[config.mk]
export PLATFORM = sky130hd
export DESIGN_NAME = fractal_sync_req_arb
export DESIGN_NICKNAME = d
export VERILOG_FILES = /design/src/rtl/fractal_sync_pkg.sv /design/src/rtl/fractal_sync_rr_arb.sv /design/src/rtl/fractal_sync_req_arb.sv
export SDC_FILE = /design/constraint.sdc
export NUM_CORES = 1
export LEC_CHECK = 0
export CAP_MARGIN = 25
export CORE_MARGIN = 4
export CORE_UTILIZATION = 35
export DETAILED_ROUTE_END_ITERATION = 7
export GPL_ROUTABILITY_DRIVEN = 0
export PLACE_DENSITY = 0.58
export SLEW_MARGIN = 20
export SYNTH_ARGS = -nofsm -noshare
export SYNTH_HDL_FRONTEND = slang
export SYNTH_SLANG_ARGS = --single-unit
[constraint.sdc]
create_clock -name clk_i -period 5.2 [get_ports clk_i]
set_clock_uncertainty 0.1 [all_clocks]
set_input_delay 1.04 -clock clk_i [delete_from_list [all_inputs] [get_ports clk_i]]
set_output_delay 1.04 -clock clk_i [all_outputs]
set_load 0.005 [all_outputs]
[src/rtl/fractal_sync_pkg.sv]
// fractal_sync_pkg: shared types for the fractal-sync request arbiter
package fractal_sync_pkg;

    typedef enum logic [1:0] {IDLE, PEND, WAIT} fsync_arb_state_e;

endpackage

[src/rtl/fractal_sync_rr_arb.sv]
// fractal_sync_rr_arb: N-input round-robin arbiter with pointer register and one-hot grant
module fractal_sync_rr_arb #(
    parameter int N = 4,
    parameter int W = $clog2(N)
) (
    input  logic         clk_i,
    input  logic         rst_i,
    input  logic [N-1:0] req_i,
    output logic [N-1:0] gnt_o,
    output logic [W-1:0] idx_o,
    output logic         valid_o
);

    logic [W-1:0] ptr_q;
    logic [W-1:0] lo;
    logic [W-1:0] hi;
    logic         hi_any;

    // lowest request at/above the pointer wins, else wrap to the lowest request overall
    always_comb begin
        lo     = '0;
        hi     = '0;
        hi_any = 1'b0;
        for (int i = N - 1; i >= 0; i--) begin
            if (req_i[i]) lo = W'(i);
            if (req_i[i] && i >= int'(ptr_q)) begin
                hi     = W'(i);
                hi_any = 1'b1;
            end
        end
    end

    assign valid_o = |req_i;
    assign idx_o   = hi_any ? hi : lo;
    assign gnt_o   = valid_o ? (N'(1) << idx_o) : '0;

    // pointer moves to one past the winner
    always_ff @(posedge clk_i) begin
        if (rst_i)        ptr_q <= '0;
        else if (valid_o) ptr_q <= (int'(idx_o) == N - 1) ? '0 : idx_o + 1'b1;
    end

endmodule

[src/rtl/fractal_sync_req_arb.sv]
// fractal_sync_req_arb: shares one fractal-sync request port among N_REQ requesters; FSYNC_ARB_TIMEOUT_EN adds WAIT timeouts
module fractal_sync_req_arb
    import fractal_sync_pkg::*;
#(
    parameter int N_REQ  = 4,
    parameter int AGGR_W = 6,
    parameter int ID_W   = 5,
    parameter int SRC_W  = $clog2(N_REQ),
    parameter int TO_W   = 16
) (
    input  logic                    clk_i,
    input  logic                    rst_i,
    input  logic [N_REQ-1:0]        req_valid_i,
    output logic [N_REQ-1:0]        req_ready_o,
    input  logic [N_REQ*AGGR_W-1:0] req_aggr_i,
    input  logic [N_REQ*ID_W-1:0]   req_id_i,
    output logic [N_REQ-1:0]        wake_o,
    output logic [N_REQ-1:0]        error_o,
    output logic                    sync_o,
    output logic [AGGR_W-1:0]       aggr_o,
    output logic [ID_W-1:0]         id_o,
    output logic [SRC_W-1:0]        src_o,
    input  logic                    wake_i,
    input  logic [SRC_W-1:0]        dst_i,
    input  logic                    error_i,
`ifdef FSYNC_ARB_TIMEOUT_EN
    input  logic [TO_W-1:0]         to_limit_i,
`endif
    output logic                    spurious_o
);

    logic [N_REQ-1:0]             pend;
    logic [N_REQ-1:0]             waiting;
    logic [N_REQ-1:0]             hit;
    logic [N_REQ-1:0]             done;
    logic [N_REQ-1:0]             err_d;
    logic [N_REQ-1:0]             gnt;
    logic [N_REQ-1:0][AGGR_W-1:0] aggr_all;
    logic [N_REQ-1:0][ID_W-1:0]   id_all;
    logic [SRC_W-1:0]             gnt_idx;
    logic                         gnt_any;

    fractal_sync_rr_arb #(.N(N_REQ), .W(SRC_W)) u_arb (
        .clk_i   (clk_i),
        .rst_i   (rst_i),
        .req_i   (pend),
        .gnt_o   (gnt),
        .idx_o   (gnt_idx),
        .valid_o (gnt_any)
    );

    for (genvar g = 0; g < N_REQ; g++) begin : g_req
        fsync_arb_state_e  state_q;
        fsync_arb_state_e  state_d;
        logic [AGGR_W-1:0] aggr_q;
        logic [ID_W-1:0]   id_q;
        logic              to_hit;
`ifdef FSYNC_ARB_TIMEOUT_EN
        logic [TO_W-1:0]   cnt_q;
        // counts cycles spent in WAIT, cleared outside it, saturating
        always_ff @(posedge clk_i) begin
            if (rst_i || state_q != WAIT) cnt_q <= '0;
            else if (cnt_q != '1)         cnt_q <= cnt_q + 1'b1;
        end
        // fires on the cycle the counter is about to reach the limit
        assign to_hit = state_q == WAIT && to_limit_i != '0 &&
                        ({1'b0, cnt_q} + 1'b1) == {1'b0, to_limit_i};
`else
        assign to_hit = 1'b0;
`endif
        assign hit[g]         = wake_i && dst_i == SRC_W'(g);
        assign done[g]        = state_q == WAIT && (hit[g] || to_hit);
        assign err_d[g]       = hit[g] ? error_i : to_hit;
        assign pend[g]        = state_q == PEND;
        assign waiting[g]     = state_q == WAIT;
        assign req_ready_o[g] = state_q == IDLE;
        assign aggr_all[g]    = aggr_q;
        assign id_all[g]      = id_q;

        // IDLE -> PEND on handshake, PEND -> WAIT on grant, WAIT -> IDLE on wake/timeout
        always_comb begin
            state_d = state_q == IDLE ? (req_valid_i[g] ? PEND : IDLE)
                    : state_q == PEND ? (gnt[g] ? WAIT : PEND)
                    : done[g] ? IDLE : WAIT;
        end

        // per-requester state register
        always_ff @(posedge clk_i) begin
            if (rst_i) state_q <= IDLE;
            else       state_q <= state_d;
        end

        // capture the request payload on handshake
        always_ff @(posedge clk_i) begin
            if (rst_i) begin
                aggr_q <= '0;
                id_q   <= '0;
            end else if (state_q == IDLE && req_valid_i[g]) begin
                aggr_q <= req_aggr_i[g*AGGR_W +: AGGR_W];
                id_q   <= req_id_i[g*ID_W +: ID_W];
            end
        end
    end

    // registered upstream issue, downstream wake/error and sticky spurious flag
    always_ff @(posedge clk_i) begin
        if (rst_i) begin
            wake_o     <= '0;
            error_o    <= '0;
            sync_o     <= 1'b0;
            aggr_o     <= '0;
            id_o       <= '0;
            src_o      <= '0;
            spurious_o <= 1'b0;
        end else begin
            wake_o     <= done;
            error_o    <= done & err_d;
            sync_o     <= gnt_any;
            spurious_o <= spurious_o | (wake_i && !(|(hit & waiting)));
            if (gnt_any) begin
                aggr_o <= aggr_all[gnt_idx];
                id_o   <= id_all[gnt_idx];
                src_o  <= gnt_idx;
            end
        end
    end

endmodule

# Word-level counts from Yosys, hierarchy flattened
# Cells that the tools add are included.
[word_totals]
elab_cells = 107
register_bits = 77
output_inout_bits = 27
[op_classes]
shifts = 1
n_eq_ne = 12
n_reduce_logical = 24
bitwise = 3
magnitude_cmp = 4
addsub = 1
mux = 42
[op_table]
columns = ["op", "count"]
rows = [
  ["$mux 2", 25],
  ["$logic_and 1x1->1", 16],
  ["$bmux 6 s2", 1],
  ["$eq 2x1->1 const B", 6],
  ["$eq 2x2->1 const B", 6],
  ["$mux 1", 12],
  ["$bmux 5 s2", 1],
  ["$logic_not 2->1", 5],
  ["$and 4x4->4", 2],
  ["$reduce_or 4->1", 2],
  ["$mux 6", 1],
  ["$mux 5", 1],
  ["$ge 1x2->1 const A", 2],
  ["$mux 4", 1],
  ["$shl 1x2->4 const A", 1],
  ["$lt 2x3->1 const B", 1],
  ["$add 2x1->2 const B", 1],
  ["$ge 2x2->1 const A", 1],
  ["$logic_not 1->1", 1],
  ["$or 1x1->1", 1],
]

# Longest topological paths before layout
[logic_depth]
depth_word = 11
mapped_depth = 9

# Modules after synthesis
# Synthesis repeated with hierarchy kept, for this count alone.
[hier_totals]
hier_cells = 305
hier_area_um2 = 3244.4
[modules_own_cells]
columns = ["mod", "seq_area_each_um2", "cells_each", "n_inst", "area_each_um2"]
rows = [
  ["fractal_sync_req_arb", 1501.4, 273, 1, 2976.6],
  ["fractal_sync_rr_arb", 40.0, 32, 1, 267.8],
]

# Worst setup path after synthesis
# No wires, ideal clock.
[synth_path]
path_type = "in2reg"
from = "input rst_i"
to = "register g_req[0].state_q[0]"
required_time_ns = 4.985
t_arrival_ns = 1.764
path_stages = 3
path_slack_ns = 3.221
path_buffers = 2
path_cell_list = "clkbuf_1 clkbuf_1 o21ba_2"
[synth_rtl]
columns = ["item", "line_no", "text"]
rows = [
  ["start: declaration", "fractal_sync_req_arb.sv:12", "input logic rst_i,"],
  ["end signal: assignment", "fractal_sync_req_arb.sv:90", "else state_q <= state_d;"],
  ["end: declaration", "fractal_sync_req_arb.sv:53", "fsync_arb_state_e state_q;"],
]
# No word-level cell between the ends.

# Worst setup path in the final report
[layout_path]
from = "register g_req[1].state_q[0]"
to = "output req_ready_o[1]"
[layout_between]
elab_chain_cells = 1
[layout_rtl]
columns = ["item", "line_no", "text"]
rows = [
  ["start: declaration", "fractal_sync_req_arb.sv:53", ""],
  ["start signal: assignment", "fractal_sync_req_arb.sv:90", ""],
  ["$logic_not 2->1", "fractal_sync_req_arb.sv:76", "assign req_ready_o[g] = state_q == IDLE;"],
  ["end: declaration", "fractal_sync_req_arb.sv:14", "output logic [N_REQ-1:0] req_ready_o,"],
]
# Every way passes these cells.

==> summary.log <==
qor: run_status.result_of_the_run complete, no violations
qor: synth.synth_async_sr_flop_share 0%
qor: clock_network.h_tree_depth_reported_by_cts 3
qor: global_route.overall_fraction_of_global_route_tracks_in_use 16.2%
qor: synth.synth.lib_cells_used.distinct 45
qor: timing.setup-violations-final 0
qor: placed_design.post-dp-hpwl 5940 µm
qor: synth.yosysSeqAreaShare 48.6%
qor: synth.postSynth.topFlopCell dfxtp_1
qor: pwr.vdd_drop_max 0.000113 V
qor: placed_design.placed_cells_incl_taps 533
qor: global_route.grt_overflow_total 0
qor: clock_network.post_cts_hold_buffer_count 0
qor: global_route.grt_max_degree 39
qor: clock_network.tritoncts yes
qor: detailed_routing.route.detailed.vias_per_inst 4.95
qor: floorplanning.initial_core_util 36.2%
qor: timing.finalCritPeriodShare 51.0%
qor: timing.hold_ws 0.356 ns
qor: detailed_routing.dr_total_vias 2716
qor: critical_path.regToRegStartpoint g_req[2].state_q[1]$_SDFF_PP0_
qor: detailed_routing.drt_pass1_iterations 7
qor: finish.drive_above_1_share 7.26%
qor: timing.rsz0062_at_grt false
qor: detailed_routing.detail-route-antenna-nets 0
qor: finish.finish.cell_count_without_fillers 549
qor: floorplanning.die_area 0.0106 mm²
qor: synth.synthesis.area 0.00317 mm²
qor: synth.number_of_storage_elements_in_the_synthesis_netlist 77
qor: hold_path.hold_class reg2reg
qor: critical_path.start_kind register
qor: critical_path.timing.critical_path.to_type primary output
qor: synth.netlist_instances 364
qor: clock_network.clock-root-buffer clkbuf_8
qor: critical_path.source_of_the_critical_timing_path g_req[1].state_q[0]$_SDFF_PP0_
qor: clock_network.setup_fix_buffers_added_after_clock_tree_synthesis 0
qor: detailed_routing.routed_wl 8220 µm
qor: detailed_routing.avgRoutedWirePerCell 15.0 µm
qor: synth.synth.avg_cell_area 8.71 µm²
qor: synth.number_of_enable_flip_flop_cells_after_synthesis 0
qor: timing.maxSlewViolCount 0
qor: pwr.post-layout-total-power 0.00169 W
qor: pwr.total_leakage_power 1.59 nW
qor: global_route.grt_first_pass_wirelength 13300 µm
qor: clock_network.insertion_delay 0.34 ns
qor: floorplanning.die-height 103 µm
qor: finish.final.fill_count 899
qor: critical_path.arrival 1.51 ns
qor: critical_path.timing.critical_path.required 4.06 ns
qor: floorplanning.core-area 0.00876 mm²
qor: floorplanning.rows 34
qor: floorplanning.pin_count 81
qor: clock_network.cts_made_buffers 9
qor: synth.yosys_warnings 0
qor: timing.clock.fmax 377 MHz
qor: finish.flow.area_growth_from_synthesis 33.7%
qor: clock_network.clock-sinks 77
qor: synth.synth_fp_nets 422
qor: clock_network.path_clk_slew 0.08 ns
qor: finish.antenna_diode_instance_count 0
qor: detailed_routing.drt-initial-drc-count 81
qor: run.drv_cap 0
qor: global_route.grt_pass1_vias 2739
qor: timing.period_minus_slack 2.65 ns
qor: global_route.grt_antenna_before_repair 0
qor: hold_path.hold_path.startpoint g_req[0].id_q[0]$_SDFFE_PP0P_
qor: placed_design.buffer_ports.inserted 80
qor: timing.hold_viol_final 0
qor: finish.finalNetCount 494
qor: placed_design.dpl-instance-area 0.00401 mm²
qor: critical_path.path_max_fanout 5
qor: clock_network.cts_resized 0
qor: detailed_routing.drc_errors 0
qor: critical_path.timing.setup.critical_path_class reg2out
qor: floorplanning.die_width 103 µm
qor: timing.setup_tns 0 ns
qor: timing.worstMarginPinSlew 0.804 ns
qor: timing.slew-limit-headroom 46.4%
qor: finish.fin_area 0.00424 mm²
qor: clock_network.cts-root-to-sink-buffers 2
qor: pwr.power_per_cell_area 398 mW/mm²
synth_stat cells (2+ instances only):
cell type | number | area share [%]
nand4_1 | 2 | 0.39
nand2b_1 | 4 | 0.79
o221ai_1 | 9 | 2.5
o21a_1 | 2 | 0.47
inv_1 | 4 | 0.47
nor3b_1 | 2 | 0.47
ha_1 | 4 | 1.6
nor2b_1 | 3 | 0.59
and3_1 | 2 | 0.39
o211ai_1 | 2 | 0.47
o21ba_2 | 4 | 1.3
dfxtp_1 | 77 | 49
nor2_1 | 25 | 3.0
mux2i_1 | 20 | 6.3
o211a_1 | 2 | 0.63
nor4_1 | 4 | 0.79
nand2_1 | 95 | 11
buf_6 | 3 | 1.1
nand3b_1 | 10 | 2.4
a21oi_1 | 46 | 7.3
and2_1 | 4 | 0.79
clkbuf_1 | 15 | 1.8
a211oi_2 | 2 | 0.79
buf_1 | 2 | 0.24
metal layers:
| layer | routed length, µm | vias to the layer above | GRT usage [%] |
|---|---|---|---|
| li1 | - | 1399 | - |
| met1 | 3820 | 1246 | 20.9 |
| met2 | 3930 | 62 | 27.1 |
| met3 | 389 | 9 | 3.69 |
| met4 | 87 | 0 | 5.08 |
| met5 | 0 | - | 0 |
power breakdown:
part	internal, W	switching [W]
Clock	0.000295	0.000210
Combinational	0.000217	0.000251
Sequential	0.000660	0.0000535
Total	0.00117	0.000514
cells by family (layout without fill, tap and decap cells):
| group | Yosys count | count (layout) | share of synthesized area, % |
|---|---|---|---|
| fa+ha+maj | 4 | 4 | 1.58 |
| flops | 77 | 77 | 48.6 |
| mux | 20 | 20 | 6.31 |
| compound gates | 75 | 75 | 15.6 |
| buf+inv | 27 | 104 | 4.02 |
| simple gates | 161 | 161 | 23.9 |
sequential cells by signal, indices dropped and copies added (netlist names):
register / count
error_o: 4
id_o: 5
g_req.aggr_q: 24
g_req.id_q: 20
wake_o: 4
aggr_o: 6
sync_o: 1
g_req.state_q: 8
spurious_o: 1
u_arb.ptr_q: 2
src_o: 2
worst paths after layout:
| check | endpoint | slack [ns] | depth (start not counted) |
|---|---|---|---|
| worst max-delay path | req_ready_o[1] | 2.55 | 2 |
| worst max register to register | g_req[1].state_q[0]$_SDFF_PP0_ | 2.91 | 8 |
| worst min-delay path | g_req[0].id_q[0]$_SDFFE_PP0P_ | 0.36 | 2 |
| worst min register to register | g_req[0].id_q[0]$_SDFFE_PP0P_ | 0.36 | 2 |
worst max-delay path, stage by stage (launching register included):
cell             delay (ns)
dfxtp_1                0.34
nor2_1                 0.27
clkdlybuf4s50_1        0.56
final cells by class:
type	instances	area (µm²)	area share, %
Tap cell	108	135	3.19
Timing Repair Buffer	82	811	19.1
Multi-Input combinational cell	260	1500	35.4
Clock buffer	12	155	3.66
Sequential cell	77	1540	36.4
Inverter	6	25.0	0.590
Clock inverter	4	70.1	1.65
metrics by stage:
| stage | utilization (%) | setup slack, ns |
|---|---|---|
| 6_report | 48.4 | 2.55 |
| 5_1_grt | 48.4 | 2.43 |
| 4_1_cts | 48.4 | 2.48 |
| 3_5_place_dp | 45.8 | 2.62 |
| 3_3_place_gp | 45.8 | 2.64 |
| 2_1_floorplan | - | 3.22 |
cell usage in the layout, fill, tap and decap left out, drive strengths merged, types with 3 or more instances in the layout:
cell / synthesis / final
nor2: 25 / 25
clkbuf: 15 / 12
nand2b: 6 / 6
nand3b: 10 / 10
o221ai: 9 / 9
ha: 4 / 4
a21oi: 47 / 47
clkdlybuf4s50: 0 / 79
dfxtp: 77 / 77
inv: 6 / 6
and2: 4 / 4
mux2i: 20 / 20
nor2b: 4 / 4
nor4: 4 / 4
o21ba: 4 / 4
a211oi: 3 / 3
buf: 6 / 3
nand2: 95 / 95
Note: power is estimated with default switching activity, not from simulation.
